### config.mk
export PLATFORM = sky130hd
export DESIGN_NAME = comp_decomp_engine
export DESIGN_NICKNAME = d
export VERILOG_FILES = /design/src/rtl/comp_pkg.sv /design/src/rtl/comp_dict.sv /design/src/rtl/comp_decomp_engine.sv
export SDC_FILE = /design/constraint.sdc
export NUM_CORES = 1
export LEC_CHECK = 0
export BUFFER_PORTS_ARGS = -buffer_cell sky130_fd_sc_hd__buf_2
export CAP_MARGIN = 20
export CORE_AREA = 2 2 107 109
export CTS_CLUSTER_DIAMETER = 100
export DETAILED_ROUTE_END_ITERATION = 6
export DIE_AREA = 0 0 109 111
export GPL_TIMING_DRIVEN = 0
export PLACE_DENSITY = 0.62
export SLEW_MARGIN = 10
export SYNTH_ARGS = -nofsm -noshare
export SYNTH_HDL_FRONTEND = slang
export SYNTH_SLANG_ARGS = --single-unit
### constraint.sdc
create_clock -name clk -period 3.6 [get_ports clk]
set_input_delay 0.36 -clock clk [delete_from_list [all_inputs] [get_ports clk]]
set_output_delay 0.36 -clock clk [all_outputs]
set_load 0.005 [all_outputs]
### src/rtl/comp_pkg.sv
// Shared types for the dictionary compressor: command/response codes,
// engine FSM states and a saturating counter helper.
package comp_pkg;

  typedef enum logic [1:0] {
    CMD_NOP    = 2'b00,
    CMD_COMP   = 2'b01,
    CMD_DECOMP = 2'b10,
    CMD_ILL    = 2'b11
  } cmd_e;

  typedef enum logic [1:0] {
    RSP_NONE   = 2'b00,
    RSP_COMP   = 2'b01,
    RSP_DECOMP = 2'b10,
    RSP_ERR    = 2'b11
  } resp_e;

  typedef enum logic [1:0] {
    ST_IDLE   = 2'b00,
    ST_SEARCH = 2'b01,
    ST_LOOKUP = 2'b10,
    ST_RESP   = 2'b11
  } state_e;

  function automatic logic [15:0] sat_inc(input logic [15:0] v);
    return (v == 16'hFFFF) ? v : v + 16'd1;
  endfunction

endpackage

### src/rtl/comp_dict.sv
// Dictionary storage: append-only entry array with fill count.
// Ports: clk, reset (sync, high), we_i/wdata_i append port,
// ridx_i/rdata_o combinational read, count_o fill level, full_o.
module comp_dict #(
  parameter int DATA_WIDTH = 8,
  parameter int DICT_DEPTH = 4,
  parameter int IDX_W      = $clog2(DICT_DEPTH)
) (
  input  logic                  clk,
  input  logic                  reset,
  input  logic                  we_i,
  input  logic [DATA_WIDTH-1:0] wdata_i,
  input  logic [IDX_W-1:0]      ridx_i,
  output logic [DATA_WIDTH-1:0] rdata_o,
  output logic [IDX_W:0]        count_o,
  output logic                  full_o
);
  import comp_pkg::*;

  // Sized to the full index space so any ridx_i is in range;
  // slots at or above count_q are never treated as valid.
  logic [DATA_WIDTH-1:0] mem_q [2**IDX_W];
  logic [IDX_W:0]        cnt_q;

  assign full_o  = (cnt_q == (IDX_W+1)'(DICT_DEPTH));
  assign count_o = cnt_q;
  assign rdata_o = mem_q[ridx_i];

  always_ff @(posedge clk) begin
    if (reset) begin
      cnt_q <= '0;
    end else if (we_i && !full_o) begin
      cnt_q <= cnt_q + 1'b1;
    end
  end

  always_ff @(posedge clk) begin
    if (we_i && !full_o) begin
      mem_q[cnt_q[IDX_W-1:0]] <= wdata_i;
    end
  end

endmodule

### src/rtl/comp_decomp_engine.sv
// Dictionary compress/decompress responder: FSM plus output registers.
// Ports: clk, reset (sync, high), command, data_in, compressed_in,
// compressed_out, decompressed_out, response (1-cycle pulse), busy.
// `define COMP_STATS_EN adds hit_cnt/miss_cnt/err_cnt (saturating).
module comp_decomp_engine #(
  parameter int DATA_WIDTH = 8,
  parameter int DICT_DEPTH = 4
) (
  input  logic                  clk,
  input  logic                  reset,
  input  logic [1:0]            command,
  input  logic [DATA_WIDTH-1:0] data_in,
  input  logic [DATA_WIDTH-1:0] compressed_in,
  output logic [DATA_WIDTH-1:0] compressed_out,
  output logic [DATA_WIDTH-1:0] decompressed_out,
  output logic [1:0]            response,
`ifdef COMP_STATS_EN
  output logic [15:0]           hit_cnt,
  output logic [15:0]           miss_cnt,
  output logic [15:0]           err_cnt,
`endif
  output logic                  busy
);
  import comp_pkg::*;

  localparam int IDX_W = $clog2(DICT_DEPTH);
  localparam int CW    = IDX_W + 1;

  state_e                state_q, state_d;
  resp_e                 code_q, code_d;
  resp_e                 resp_q;
  logic [DATA_WIDTH-1:0] data_q, data_d;
  logic [DATA_WIDTH-1:0] res_q, res_d;
  logic [CW-1:0]         ptr_q, ptr_d;
  logic [IDX_W-1:0]      idx_q, idx_d;
  logic [DATA_WIDTH-1:0] cout_q, dout_q;

  logic [IDX_W-1:0]      ridx;
  logic [DATA_WIDTH-1:0] rdata;
  logic [CW-1:0]         cnt;
  logic                  full, we, at_end, hit;
  logic                  unused_cin;

  // Only the low IDX_W bits of compressed_in carry an index.
  assign unused_cin = ^(compressed_in >> IDX_W);

  comp_dict #(
    .DATA_WIDTH(DATA_WIDTH),
    .DICT_DEPTH(DICT_DEPTH),
    .IDX_W     (IDX_W)
  ) u_dict (
    .clk    (clk),
    .reset  (reset),
    .we_i   (we),
    .wdata_i(data_q),
    .ridx_i (ridx),
    .rdata_o(rdata),
    .count_o(cnt),
    .full_o (full)
  );

  assign ridx   = (state_q == ST_LOOKUP) ? idx_q
                                         : ptr_q[IDX_W-1:0];
  assign at_end = (ptr_q == cnt);
  assign hit    = !at_end && (rdata == data_q);

  always_comb begin
    state_d = state_q;
    code_d  = code_q;
    data_d  = data_q;
    res_d   = res_q;
    ptr_d   = ptr_q;
    idx_d   = idx_q;
    we      = 1'b0;
    unique case (state_q)
      ST_IDLE: begin
        unique case (cmd_e'(command))
          CMD_COMP: begin
            data_d  = data_in;
            ptr_d   = '0;
            state_d = ST_SEARCH;
          end
          CMD_DECOMP: begin
            idx_d   = compressed_in[IDX_W-1:0];
            state_d = ST_LOOKUP;
          end
          CMD_ILL: begin
            code_d  = RSP_ERR;
            state_d = ST_RESP;
          end
          CMD_NOP: ;
        endcase
      end
      ST_SEARCH: begin
        unique case (1'b1)
          hit: begin
            res_d   = DATA_WIDTH'(ptr_q[IDX_W-1:0]);
            code_d  = RSP_COMP;
            state_d = ST_RESP;
          end
          at_end && !full: begin
            we      = 1'b1;
            res_d   = DATA_WIDTH'(cnt[IDX_W-1:0]);
            code_d  = RSP_COMP;
            state_d = ST_RESP;
          end
          at_end && full: begin
            code_d  = RSP_ERR;
            state_d = ST_RESP;
          end
          default: ptr_d = ptr_q + 1'b1;
        endcase
      end
      ST_LOOKUP: begin
        state_d = ST_RESP;
        if ({1'b0, idx_q} < cnt) begin
          res_d  = rdata;
          code_d = RSP_DECOMP;
        end else begin
          code_d = RSP_ERR;
        end
      end
      ST_RESP: state_d = ST_IDLE;
    endcase
  end

  always_ff @(posedge clk) begin
    if (reset) begin
      state_q <= ST_IDLE;
      code_q  <= RSP_NONE;
      resp_q  <= RSP_NONE;
      data_q  <= '0;
      res_q   <= '0;
      ptr_q   <= '0;
      idx_q   <= '0;
      cout_q  <= '0;
      dout_q  <= '0;
    end else begin
      state_q <= state_d;
      code_q  <= code_d;
      data_q  <= data_d;
      res_q   <= res_d;
      ptr_q   <= ptr_d;
      idx_q   <= idx_d;
      resp_q  <= RSP_NONE;
      if (state_q == ST_RESP) begin
        resp_q <= code_q;
        if (code_q == RSP_COMP)   cout_q <= res_q;
        if (code_q == RSP_DECOMP) dout_q <= res_q;
      end
    end
  end

  assign compressed_out   = cout_q;
  assign decompressed_out = dout_q;
  assign response         = resp_q;
  assign busy             = (state_q != ST_IDLE);

`ifdef COMP_STATS_EN
  logic [15:0] hit_q, miss_q, err_q;
  logic        err_ev;

  // Counted as the outcome is decided, i.e. on entry to RESP.
  assign err_ev = (state_q != ST_RESP) && (state_d == ST_RESP)
                  && (code_d == RSP_ERR);

  always_ff @(posedge clk) begin
    if (reset) begin
      hit_q  <= '0;
      miss_q <= '0;
      err_q  <= '0;
    end else begin
      if (state_q == ST_SEARCH && hit) hit_q <= sat_inc(hit_q);
      if (we && !full) miss_q <= sat_inc(miss_q);
      if (err_ev) err_q <= sat_inc(err_q);
    end
  end

  assign hit_cnt  = hit_q;
  assign miss_cnt = miss_q;
  assign err_cnt  = err_q;
`endif

endmodule
After elaboration in Yosys (flattened, before gate mapping)
Memories as Yosys holds them, arrays and structs flattened.
Index checks and enable logic that the tools add are counted.
{ "word_totals": {"ff_bits": 46, "ram_bits": 32, "out_inout_bits": 19, "mem_count": 1} }
{ "op_classes": {"n_eq_ne": 19, "n_addsub": 2, "bitwise_logic": 1, "n_reduce_logical": 22, "muxes": 18, "n_lt_le_gt_ge": 1} }
{ "memory_table": {"columns": ["memory", "words", "word_bits", "rd", "rd_ports_with_merged_regs", "wr", "line", "rtl"], "rows": [
  ["u_dict.mem_q", 4, 8, 1, 0, 1, "comp_dict.sv:22", "logic [DATA_WIDTH-1:0] mem_q [2**IDX_W];"]
]} }
{ "ops": {"columns": ["operator", "count"], "rows": [
  ["$pmux 8 s2", 2],
  ["$pmux 2 s3", 2],
  ["$eq 2x2->1 const B", 5],
  ["$reduce_and 2->1", 5],
  ["$reduce_and 3->1", 3],
  ["$eq 8x8->1", 1],
  ["$mux 8", 1],
  ["$pmux 2 s4", 1],
  ["$add 3x1->3 const B", 2],
  ["$eq 2x1->1 const B", 3],
  ["$mux 2", 3],
  ["$mux 3", 2],
  ["$ne 2x1->1 const B", 3],
  ["$ne 3x3->1 const B", 2],
  ["$pmux 3 s2", 1],
  ["$reduce_bool 2->1", 3],
  ["$mux 1", 5],
  ["$logic_and 1x1->1", 4],
  ["$ne 2x2->1 const B", 2],
  ["$ne 4x1->1 const B", 1],
  ["$pmux 2 s2", 1],
  ["$reduce_or 2->1", 2],
  ["$eq 3x3->1", 1],
  ["$eq 3x3->1 const B", 1],
  ["other kinds (6)", 7]
]} }

Depth between registers and ports, before layout
{ "depth": {"depth_word": 8, "mapped_depth": 12} }

Modules after synthesis
From an unflattened synthesis, not the netlist that was laid out.
{ "hier_totals": {"hier_cells": 286, "hier_area_um2": 3467.1} }
{ "by_module_without_submodules": {"columns": ["module", "n_inst", "cells_per_inst", "area_per_inst_um2"], "rows": [
  ["comp_decomp_engine", 1, 218, 2083.2],
  ["comp_dict", 1, 68, 1383.8]
]} }

Worst setup path after synthesis
No wires, ideal clock.
{ "synth_timing": {"path_type": "reg2reg", "from": "reg state_q[0]", "to": "reg state_q[1]", "required_ps": 3479, "path_buffers": 1, "period_less_slack_ps": 2782, "path_slack_ps": 818, "stages_incl_launch_ff": 12, "arrival_time_ps": 2660, "setup_time_ps": 121, "path_cell_list": "dfxtp_1 -> inv_1 -> ha_1 -> buf_6 -> mux2i_4 -> mux2i_1 -> mux2i_4 -> xor2_1 -> nor4b_2 -> a31oi_4 -> a21oi_2 -> mux2_4"} }
{ "synth_via": {"elab_chain_len": 8, "word_cells_on_any_way": 13, "classes_between": "6 x eq/ne; 2 x mux; 4 x reduce/logical; 1 x memory"} }
{ "synth_rtl": {"columns": ["item", "line", "rtl"], "rows": [
  ["start, declared", "comp_decomp_engine.sv:29", "state_e state_q, state_d;"],
  ["start signal, assigned", "comp_decomp_engine.sv:139", "state_q <= state_d;"],
  ["$eq 2x2->1", "comp_decomp_engine.sv:62, comp_decomp_engine.sv:75", null],
  ["$mux 2", "comp_decomp_engine.sv:62", "assign ridx = (state_q == ST_LOOKUP) ? idx_q"],
  ["$mem_v2 4x8", null, null],
  ["$eq 8x8->1", "comp_decomp_engine.sv:65", "assign hit = !at_end && (rdata == data_q);"],
  ["$logic_and 1x1->1", "comp_decomp_engine.sv:65", null],
  ["$reduce_or 3->1 (no source line)", null, null],
  ["$ne 2x2->1 (no source line)", null, null],
  ["$reduce_and 2->1 (no source line)", null, null]
]} }
Parallel ways exist; a longest one is shown, timed or not.
A chain may end at the register's enable or synchronous reset.

Worst setup path in the final report
Ends and elaborated chain as after synthesis.

==> metrics.txt <==
skew final 0.00678 ns; Max IR drop VDD 0.251 mV; # clock sinks 78; Core Area 0.0111 sq mm; global route overflow 0; H-tree Lvls 3; Final TNS setup 0 ns; drt wl/cell 15.2 microns; largest family of logic cells by synthesized area simple AND/OR/NAND/NOR gates; cell leakage power 1.89 nW; Core Util, Final 39.3%; area share of xor/xnor cells in the synthesized design 2.12%; syn nets 366; clock buffer count from CTS 9; # setup viols final 0; chip width 109 microns; P&R area growth vs syn 17.0%; most frequent cells in the layout nor2_1 (47), dfxtp_1 (46), mux2i_1 (39); clock latency on the worst-skew pair 0.33 ns; DR iter-0 viols 196; CP Capture Type flip-flop; YS warnings 0; area share of and/or/nand/nor cells after synthesis 15.7%; Post-Layout Inst Area 0.00435 sq mm; complex-gate fraction of the synthesized area 10.8%; drt via density 4.98; critical path class reg -> reg; Final ANT Viol Nets 0; Max-cap violations 0; main flop type after synthesis dfxtp_1; Synth Instances 335; Power Total 2.99 mW; Routed WL 7970 microns; post-CTS setup buffers 0; fin crit period 3.10 ns; gr usage total 13.8%; Site Rows 39; First-pass DRT Iterations 4; largest net degree at the start of global routing 15; Top Ports 39; Power Dens Cells 687 mW/mm^2; mapped cell area 0.00371 sq mm; post-DP HPWL 5760 microns; Mean Syn Cell Area 11.1 sq um; RSZ-0062 raised after global routing no; Resize count post-CTS 0; share of layout cells above drive strength 1 17.0%; Starting Density 33.5%; number of synthesized flops with an enable pin 32; Pins Over Slew Limit 0; Worst Tran Pin Value 0.824 ns; data arrival time of the worst path 3.32 ns; adder-cell share of the synthesized area 3.70%; antenna fix cells 0; Worst setup SP type flip-flop; die footprint 0.0121 sq mm; Achievable Freq 323 MHz; Post-Place Cell Area 0.00405 sq mm; nets 408; antenna violations before repair 0; CP Max Fanout 8; outcome finished, final reports clean; mux cell area share after synthesis 13.6%; Worst-path clk slew 0.06 ns; vias in the first global route 2627; die height 111 microns; Yosys cell types 59; gp weighted congestion 0.830; CTS Hold Buffers Added 0; Max-Slew Margin vs Limit 45.0%; via count 2617; final hold slack 0.256 ns; CTS max path bufs 2; most common cell after layout, fill and taps aside nor2_1; final hold viol count 0; clock root buffer master clkbuf_16; CTS tree yes; global-route wire length before repair 12900 microns; Post-synth ARST share 0%; register area share after synthesis 50.7%; min-delay worst type in -> reg; port bufs 31; Req. time, crit path 3.82 ns; Post-route DRC 0; post-route clock period utilization 86.1%; Yosys reg bits 78
-- layer usage --
layer	GRT usage (%)	share of wire, %	vias up
met4	6.15	1.9	0
met2	21.9	46	81
met1	17.7	47	1234
met3	3.23	5.8	11
met5	0	0	-
li1	-	-	1291
-- critical path: stages (launching register included) --
cell     delay [ns]
dfxtp_1        0.38
inv_1          0.10
ha_1           0.21
buf_6          0.14
mux2i_4        0.38
mux2i_1        0.33
mux2i_4        0.14
xor2_1         0.17
nor4b_2        0.36
a31oi_4        0.21
a21oi_2        0.24
mux2_4         0.32
-- registers in the layout (all words and copies together) (netlist names) --
name	flops
res_q	8
compressed_out	8
data_q	8
state_q	2
u_dict.count_o	3
response	2
decompressed_out	8
idx_q	2
ptr_q	3
u_dict.mem_q	32
code_q	2
-- cells by family (layout without fill, tap and decap cells) --
logic type               Yosys count  count (layout)
XOR/XNOR                           9               9
flip-flops                        78              78
AO/OA/AOI/OAI                     53              53
multiplexers                      45              45
adder cells (fa/ha/maj)           11              11
AND/OR/NAND/NOR                  112             112
buffers and inverters             27              74
-- final cells by class --
type / instances / area (sq um)
multi-input combinational: 230 / 1710
buffer: 15 / 77.6
timing repair buffer: 31 / 155
inverter: 12 / 45.0
clock inverter: 6 / 70.1
fill: 1034 / 6730
clock buffer: 10 / 229
sequential: 78 / 1880
tap: 143 / 179
-- per-stage QoR --
step,std cells,worst slack [ns]
6_report,525,0.502
5_1_grt,525,0.295
4_1_cts,525,0.473
3_5_place_dp,509,0.487
3_3_place_gp,509,0.501
2_1_floorplan,335,0.818
-- where the power goes --
group	switching (mW)	internal (mW)	total, mW
registers	0.0950	1.05	1.14
logic	0.549	0.396	0.946
clock network	0.359	0.542	0.900
-- synth_stat cells (all sizes together) (4+ instances only) --
cell / count / share of area, %
nor2b: 7 / 1.2
ha: 11 / 3.7
mux2i: 42 / 12
a21oi: 14 / 2.0
inv: 12 / 1.2
a31oi: 4 / 1.2
dfxtp: 46 / 25
nand2: 13 / 1.3
o22ai: 4 / 0.67
o21ai: 7 / 0.94
xnor2: 5 / 1.2
nor2: 47 / 4.7
or3: 4 / 0.67
nor3: 4 / 0.67
xor2: 4 / 0.94
buf: 7 / 1.3
a22o: 6 / 1.4
clkbuf: 8 / 0.81
edfxtp: 32 / 26
and2: 6 / 1.0
nand2b: 10 / 1.7
-- worst paths after layout --
| path | depth (start not counted) | startpoint | endpoint | slack, ns |
|---|---|---|---|---|
| setup / recovery | 11 | state_q[0] | state_q[1] | 0.50 |
| hold / removal | 3 | data_in[1] | data_q[1] | 0.26 |
| setup reg to reg | 11 | state_q[0] | state_q[1] | 0.50 |
| hold reg to reg | 2 | compressed_out[5] | compressed_out[5] | 0.50 |
Note: power is estimated with default switching activity, not from simulation.
